## src/rtl/step_sequence_scheduler.sv

```systemverilog
// +-----------------------------------------------------------------------------+
// | step_sequence_scheduler: round-robin sharing of one mod-N +1/+2 step counter |
// | Optional: STEP_SCHED_POS_CHECK_EN adds a sticky feedback-mismatch flag.      |
// | Rev 1.0                                                                      |
// +-----------------------------------------------------------------------------+
`default_nettype none

module step_sequence_scheduler #(
  parameter int N = 7,
  parameter int W = 4
) (
  input  logic         clock_div,
  input  logic         reset,
  input  logic         req_a,
  input  logic [W-1:0] tgt_a,
  input  logic         req_b,
  input  logic [W-1:0] tgt_b,
  input  logic [W-1:0] pos_fb,
  output logic         step_en,
  output logic         step_dbl,
  output logic [W-1:0] pos,
  output logic         busy,
  output logic         done_a,
  output logic         done_b,
  output logic         err,
  output logic         pos_err
);

  localparam logic [1:0] S_IDLE  = 2'd0;
  localparam logic [1:0] S_GRANT = 2'd1;
  localparam logic [1:0] S_STEP  = 2'd2;
  localparam logic [1:0] S_DONE  = 2'd3;
  localparam logic [W:0] N_X     = (W+1)'(N);

  logic [1:0]   state_q, state_d;
  logic         owner_q, owner_d;   // 0 = A, 1 = B
  logic         pref_b_q, pref_b_d;
  logic         rej_q, rej_d;
  logic [W-1:0] tgt_q, tgt_d;
  logic [W-1:0] rem_q, rem_d;
  logic [W-1:0] pos_q, pos_d;

  logic [W:0]   diff_w, dist_w, step_sum_w, step_next_w;
  logic         pick_b_w;

  // Forward distance in W+1 bits; pos < N keeps the sum below 2N.
  assign diff_w      = {1'b0, tgt_q} + N_X - {1'b0, pos_q};
  assign dist_w      = (diff_w >= N_X) ? (diff_w - N_X) : diff_w;
  assign step_sum_w  = {1'b0, pos_q} + ((rem_q >= W'(2)) ? (W+1)'(2) : (W+1)'(1));
  assign step_next_w = (step_sum_w >= N_X) ? (step_sum_w - N_X) : step_sum_w;
  assign pick_b_w    = req_b & (~req_a | pref_b_q);

  always_comb begin
    state_d  = state_q;
    owner_d  = owner_q;
    pref_b_d = pref_b_q;
    rej_d    = rej_q;
    tgt_d    = tgt_q;
    rem_d    = rem_q;
    pos_d    = pos_q;
    case (state_q)
      S_IDLE: begin
        if (req_a | req_b) begin
          owner_d = pick_b_w;
          tgt_d   = pick_b_w ? tgt_b : tgt_a;
          rej_d   = 1'b0;
          state_d = S_GRANT;
        end
      end
      S_GRANT: begin
        if ({1'b0, tgt_q} >= N_X) begin
          rej_d   = 1'b1;
          state_d = S_DONE;
        end else begin
          rem_d   = dist_w[W-1:0];
          state_d = (dist_w == '0) ? S_DONE : S_STEP;
        end
      end
      S_STEP: begin
        // Double steps first; a lone +1 only when one position remains.
        rem_d = (rem_q >= W'(2)) ? (rem_q - W'(2)) : '0;
        pos_d = step_next_w[W-1:0];
        if (rem_q <= W'(2)) state_d = S_DONE;
      end
      default: begin
        pref_b_d = ~owner_q;
        state_d  = S_IDLE;
      end
    endcase
  end

  always_ff @(posedge clock_div or negedge reset) begin
    if (!reset) begin
      state_q  <= S_IDLE;
      owner_q  <= 1'b0;
      pref_b_q <= 1'b0;
      rej_q    <= 1'b0;
      tgt_q    <= '0;
      rem_q    <= '0;
      pos_q    <= '0;
    end else begin
      state_q  <= state_d;
      owner_q  <= owner_d;
      pref_b_q <= pref_b_d;
      rej_q    <= rej_d;
      tgt_q    <= tgt_d;
      rem_q    <= rem_d;
      pos_q    <= pos_d;
    end
  end

  assign step_en  = (state_q == S_STEP);
  assign step_dbl = step_en & (rem_q >= W'(2));
  assign pos      = pos_q;
  assign busy     = (state_q == S_GRANT) | (state_q == S_STEP);
  assign done_a   = (state_q == S_DONE) & ~owner_q;
  assign done_b   = (state_q == S_DONE) & owner_q;
  assign err      = (state_q == S_DONE) & rej_q;

`ifdef STEP_SCHED_POS_CHECK_EN
  logic pos_err_q;

  // Feedback lags the counter while stepping, so only settled states compare.
  always_ff @(posedge clock_div or negedge reset) begin
    if (!reset) begin
      pos_err_q <= 1'b0;
    end else if ((state_q != S_STEP) && (pos_fb != pos_q)) begin
      pos_err_q <= 1'b1;
    end
  end

  assign pos_err = pos_err_q;
`else
  logic unused_pos_fb;

  assign unused_pos_fb = ^pos_fb;
  assign pos_err       = 1'b0;
`endif

endmodule

`default_nettype wire
```

## config.mk

```make
export PLATFORM = sky130hd
export DESIGN_NAME = step_sequence_scheduler
export DESIGN_NICKNAME = d
export VERILOG_FILES = /design/src/rtl/step_sequence_scheduler.sv
export SDC_FILE = /design/constraint.sdc
export NUM_CORES = 1
export LEC_CHECK = 0
export ABC_AREA = 1
export BUFFER_PORTS_ARGS = -buffer_cell sky130_fd_sc_hd__buf_2
export CAP_MARGIN = 5
export CORE_MARGIN = 5
export CORE_UTILIZATION = 35
export CTS_BUF_LIST = sky130_fd_sc_hd__clkbuf_8
export DETAILED_ROUTE_END_ITERATION = 8
export HOLD_SLACK_MARGIN = 0.1
export PLACE_DENSITY = 0.57
export SKIP_LAST_GASP = 1
export SLEW_MARGIN = 40
export SYNTH_ARGS = -nofsm -noshare
export SYNTH_HDL_FRONTEND = slang
export SYNTH_SLANG_ARGS = --single-unit
export TNS_END_PERCENT = 5
```

## constraint.sdc

```tcl
create_clock -name clock_div -period 2.3 [get_ports clock_div]
set_input_delay 0.575 -clock clock_div [delete_from_list [all_inputs] [get_ports clock_div]]
set_output_delay 0.575 -clock clock_div [all_outputs]
set_load 0.03 [all_outputs]
```

==> flow_summary.ini, run 1 <==
[layout]
finalNetCount = 266
finalNonFillerCells = 281
drive_gt1_share_pct = 32.9
diodes = 0
multi_input_area_um2 = 1000
nFillCells = 414
area_growth_pct = 27.1
postLayoutCellArea_um2 = 1890
seq_area_um2 = 429

[timing]
setup_violations = 0
fin_crit_ps = 2270
relSlewSlack_pct = 64.2
report.final.slew_viol_count = 0
fin_skew_ps = 7.46
worstMarginPinSlew_ps = 537
hold_violations = 0
final.setup.worst_slack_ps = 33.8
whs_ps = 240
grt_setup_unrepaired = true
max_freq_ghz = 0.441
period_share_pct = 98.5

[drt]
routed_via_density = 4.65
drc_errors = 0
dr.pass1.iters = 4
drt_iter0_drc = 58
wl_um = 3170
wl_per_cell_um = 11.3
via_count = 1307
antenna_left = 0

[floorplanning]
io_pins = 27
rows = 23
die_height_um = 75.1
die_area_um2 = 5640
start_util_pct = 36.6
die_width_um = 75.1
core_area_um2 = 4060

[setup_path]
start_kind = flop
worstPathMaxFanout = 4
r2r_cells = 14
r2r_setup_slack_ps = 30
required_ps = 2450
crit_start = rem_q[3]$_DFFE_PN0P_
critical_path_class = reg -> reg
r2r_start = rem_q[3]$_DFFE_PN0P_
r2r_end = pos[1]$_DFFE_PN0P_
critPathArrivalTime_ps = 2420
end_kind = flop

[grt]
grt_use_total_pct = 12.9
antenna_found_initial = 0
grt_max_degree = 18
grt_pass1_vias = 1322
grt-ovfl-total = 0
grt_pass1_wl_um = 5730

[clock_tree]
cts_max_path_buffers = 2
cts_made_buffers = 3
numClockSinks = 17
root_buffer = clkbuf_8
hold_buffers = 0
cts_tree = yes
clk_pin_slew_ps = 80
cts_max_level = 1
worstSkewPairLatency_ps = 250

[synthesis]
synthCells = 196
netlist_area_um2 = 1480
syn-mean-instance-area_um2 = 7.57
synth_cell_types = 28
yosysSeqAreaShare_pct = 28.7
yosysWarnings = 0
synth_seq_cells = 17
syn-num-nets = 230

[run_status]
status = finished, final reports clean

[placement]
io_buffers = 21
place_ws_ps = 6.55
placedInstanceArea_um2 = 1750
dp_cells = 275
place.gp.congestion = 0.825
place.detailed.hpwl_um = 2560

[min_path]
worstHoldPathType = in -> async

[run]
maxCapViolCount = 0
## layout by cell type (no fill, tap or decap), drive strengths merged, types with 2 or more instances in the layout
cell / Yosys / routed
fa: 2 / 2
clkbuf: 0 / 3
a21oi: 11 / 11
clkinv: 1 / 2
inv: 38 / 38
o21ai: 14 / 14
nor3: 2 / 2
dfrtp: 17 / 17
nand2: 45 / 45
nor2: 16 / 16
o22ai: 5 / 5
nand3: 12 / 12
ha: 16 / 16
buf: 2 / 33
nand4: 6 / 6
xor2: 4 / 4
## repair_timing
| item | in CTS | in global routing |
|---|---|---|
| resized for setup | 1 | 16 |
| endpoints found under the hold margin | 0 | 0 |
| buffers inserted | 0 | 2 |
| endpoints found under the setup margin | 1 | 7 |
| pin swaps | 0 | 12 |
## routing by layer
| layer | vias up | wire, µm | track usage (%) | share of wire [%] |
|---|---|---|---|---|
| met2 | 21 | 1520 | 20.9 | 48 |
| met4 | 0 | 15 | 3.56 | 0.47 |
| met1 | 587 | 1520 | 18.0 | 48 |
| met3 | 2 | 109 | 1.74 | 3.4 |
| met5 | - | 0 | 0 | 0 |
| li1 | 697 | - | - | - |
## synth_stat cells
master	instances	area share, %
o21ai_1	5	1.7
nand4_2	1	0.84
inv_1	38	9.6
buf_4	2	1.0
fa_1	2	2.7
clkinv_4	1	0.59
nor2_4	2	1.5
nand3_4	1	1.2
nand2_1	40	10
o21ai_0	9	3.0
xor2_1	4	2.4
o22ai_1	5	2.1
nand3_1	5	1.7
o31ai_1	1	0.51
ha_1	16	13
a21oi_1	11	3.7
nand2_4	1	0.76
nor2_2	3	1.3
nand3b_1	1	0.51
dfrtp_1	17	29
nor2_1	11	2.8
nand2_2	4	1.7
conb_1	1	0.25
nand3_2	6	4.0
nor3_1	2	0.67
xnor2_1	1	0.59
a22oi_1	1	0.51
nand4_1	5	2.1
## sequential cells by signal (all words and copies together), names as in the netlist
| signal | flops |
|---|---|
| pos | 4 |
| rem_q | 4 |
| state_q | 2 |
| owner_q | 1 |
| tgt_q | 4 |
| rej_q | 1 |
| pref_b_q | 1 |
## kinds of logic (layout without fill, tap and decap cells)
| logic type | after synthesis | count (layout) | share of synthesized area (%) |
|---|---|---|---|
| other | 1 | 1 | 0.253 |
| buffers and inverters | 41 | 76 | 11.2 |
| xor gates and xnor gates | 5 | 5 | 2.95 |
| adders and majority gates | 18 | 18 | 16.2 |
| AOI/OAI and AO/OA | 32 | 32 | 11.6 |
| DFF | 17 | 17 | 28.7 |
| and+or+nand+nor | 82 | 82 | 29.2 |
## cell type report
type | count | area share (%)
Sequential cell | 17 | 22.8
Multi-Input combinational cell | 138 | 53.1
Tap cell | 50 | 3.32
Clock buffer | 3 | 2.19
Timing Repair Buffer | 33 | 10.4
Clock inverter | 1 | 0.265
Inverter | 39 | 8.03
## metrics by stage
step,TNS [ps],util [%]
after global placement,0,43.2
after floorplan,0,-
after CTS,0,44.5
final,0,46.5
after detailed placement,0,43.2
after global routing,-426,46.5
## critical path, cell delays in order, from the launching register on
cell and delay, ps:
dfrtp_1 380, nor2_1 100, inv_1 70, nor2_2 130, ha_2 200, inv_2 40
fa_2 600, inv_2 60, ha_4 170, nand2_4 70, nand3_4 100, nand2_2 90
o21ai_2 50, nand2_1 50, nand2_1 40
## worst max path at each step
stage	end	depth (start not counted)
after floorplan	state_q[0]$_DFFE_PN0P_	15
after CTS	pos[1]$_DFFE_PN0P_	14
after global placement	state_q[0]$_DFFE_PN0P_	13
after detailed placement	state_q[0]$_DFFE_PN0P_	13
final	pos[1]$_DFFE_PN0P_	14
after global routing	pos[1]$_DFFE_PN0P_	14
Power of run 1 is left out: the tool's default activity adds up to more than one toggle a clock period on the data nets, which glitch-free logic cannot reach.
==> inputs of run 2 (changes only) <==
CELL_PAD_IN_SITES_DETAIL_PLACEMENT = 0   (was unset)
CELL_PAD_IN_SITES_GLOBAL_PLACEMENT = 1   (was unset)
PLACE_DENSITY = 0.74   (was 0.57)
==> run 2 against run 1 <==
Compared with the run above:
- critical path depth increased by 1
- via count is 0.23% higher
- cell count is 0.36% higher
- sequential cell count unchanged
- worst hold slack improved by 4.5 ps
==> flow_summary.ini, run 2 (synthesis results as in run 1) <==
[placement]
place.gp.congestion = 0.798
place_ws_ps = 0.561
io_buffers = 21
place.detailed.hpwl_um = 2680

[timing]
grt_setup_unrepaired = true
setup_violations = 0
worstMarginPinSlew_ps = 547
hold_violations = 0
relSlewSlack_pct = 63.6
fin_crit_ps = 2260
max_freq_ghz = 0.442
report.final.slew_viol_count = 0
period_share_pct = 98.5
final.setup.worst_slack_ps = 35.5
fin_skew_ps = 5.05

[floorplanning]
rows = 23
die_area_um2 = 5640
io_pins = 27
die_width_um = 75.1
die_height_um = 75.1
start_util_pct = 36.6
core_area_um2 = 4060

[grt]
grt_pass1_vias = 1207
grt_use_total_pct = 12.2
grt-ovfl-total = 0
antenna_found_initial = 0
grt_pass1_wl_um = 5260
grt_max_degree = 18

[drt]
drt_iter0_drc = 51
wl_per_cell_um = 11.6
routed_via_density = 4.65
via_count = 1310
dr.pass1.iters = 4
drc_errors = 0
antenna_left = 0
wl_um = 3290

[run]
maxCapViolCount = 0

[setup_path]
r2r_start = pos[1]$_DFFE_PN0P_
required_ps = 2450
critical_path_class = reg -> reg
r2r_cells = 15
start_kind = flop
r2r_end = state_q[0]$_DFFE_PN0P_
critPathArrivalTime_ps = 2420
worstPathMaxFanout = 6
end_kind = flop
r2r_setup_slack_ps = 40

[clock_tree]
cts_max_path_buffers = 2
root_buffer = clkbuf_8
cts_tree = yes
numClockSinks = 17
clk_pin_slew_ps = 80
cts_max_level = 1
worstSkewPairLatency_ps = 260
cts_made_buffers = 3

[layout]
final_common_cell = nand2_1
diodes = 0
nFillCells = 412
final_cell_mix = nand2_1, inv_1, buf_2
drive_gt1_share_pct = 32.3
finalNetCount = 267
area_growth_pct = 26.7

[min_path]
worstHoldPathType = in -> async

[run_status]
status = finished, final reports clean
-- run 2: worst max-delay path, cell delays in order, from the launching register on --
cell,delay (ps)
dfrtp_2,410
inv_2,80
ha_4,200
ha_4,160
fa_2,570
nand2_1,80
nand3_2,100
clkinv_4,90
nand4_4,70
nand2_1,60
nand2_1,70
nor2_1,50
nand2_1,60
nand2_1,50
nand2_1,60
nand2_1,50
-- run 2: layout make-up --
type,instances,area [µm²],area share [%]
clock buffer,3,41.3,2.20
clock inverter,1,3.75,0.200
inverter,39,151,8.05
multi-input combinational,138,990,52.6
sequential,17,429,22.8
tap,50,62.6,3.33
timing repair buffer,34,203,10.8
-- run 2: repair_timing --
item / CTS / global route
setup buffers: 0 / 2
hold buffers: 0 / 0
pin swaps: 0 / 11
endpoints found under the setup margin: 2 / 8
gates resized for setup: 0 / 15
-- run 2: worst max path at each step --
stage	start	to	slack, ps	depth (start not counted)
final	pos[1]$_DFFE_PN0P_	state_q[0]$_DFFE_PN0P_	40	15
after global routing	rem_q[3]$_DFFE_PN0P_	pos[1]$_DFFE_PN0P_	-120	14
after CTS	rem_q[2]$_DFFE_PN0P_	pos[1]$_DFFE_PN0P_	-20	14
after detailed placement	pos[1]$_DFFE_PN0P_	state_q[0]$_DFFE_PN0P_	0.6	13
after global placement	pos[1]$_DFFE_PN0P_	state_q[0]$_DFFE_PN0P_	20	14
after floorplan	pos[1]$_DFFE_PN0P_	state_q[0]$_DFFE_PN0P_	2	15
-- run 2: routing by layer --
layer	share of wire [%]	routed length, µm	GRT usage [%]	vias to the layer above
met1	48	1590	16.3	582
li1	-	-	-	699
met2	46	1520	20.2	24
met3	4.1	136	2.00	5
met4	1.3	44	3.56	0
met5	0	0	0	-
-- run 2: per-stage QoR --
step,cells,hold slack (ps),utilization [%],cell area [µm²],setup TNS (ps)
2_1_floorplan,196,279,-,1520,0
3_3_place_gp,276,498,43.4,1760,0
3_5_place_dp,276,491,43.4,1760,0
4_1_cts,280,250,44.5,1800,-31.4
5_1_grt,282,278,46.3,1880,-433
6_report,282,244,46.3,1880,0
Power of run 2 is left out for the same reason.
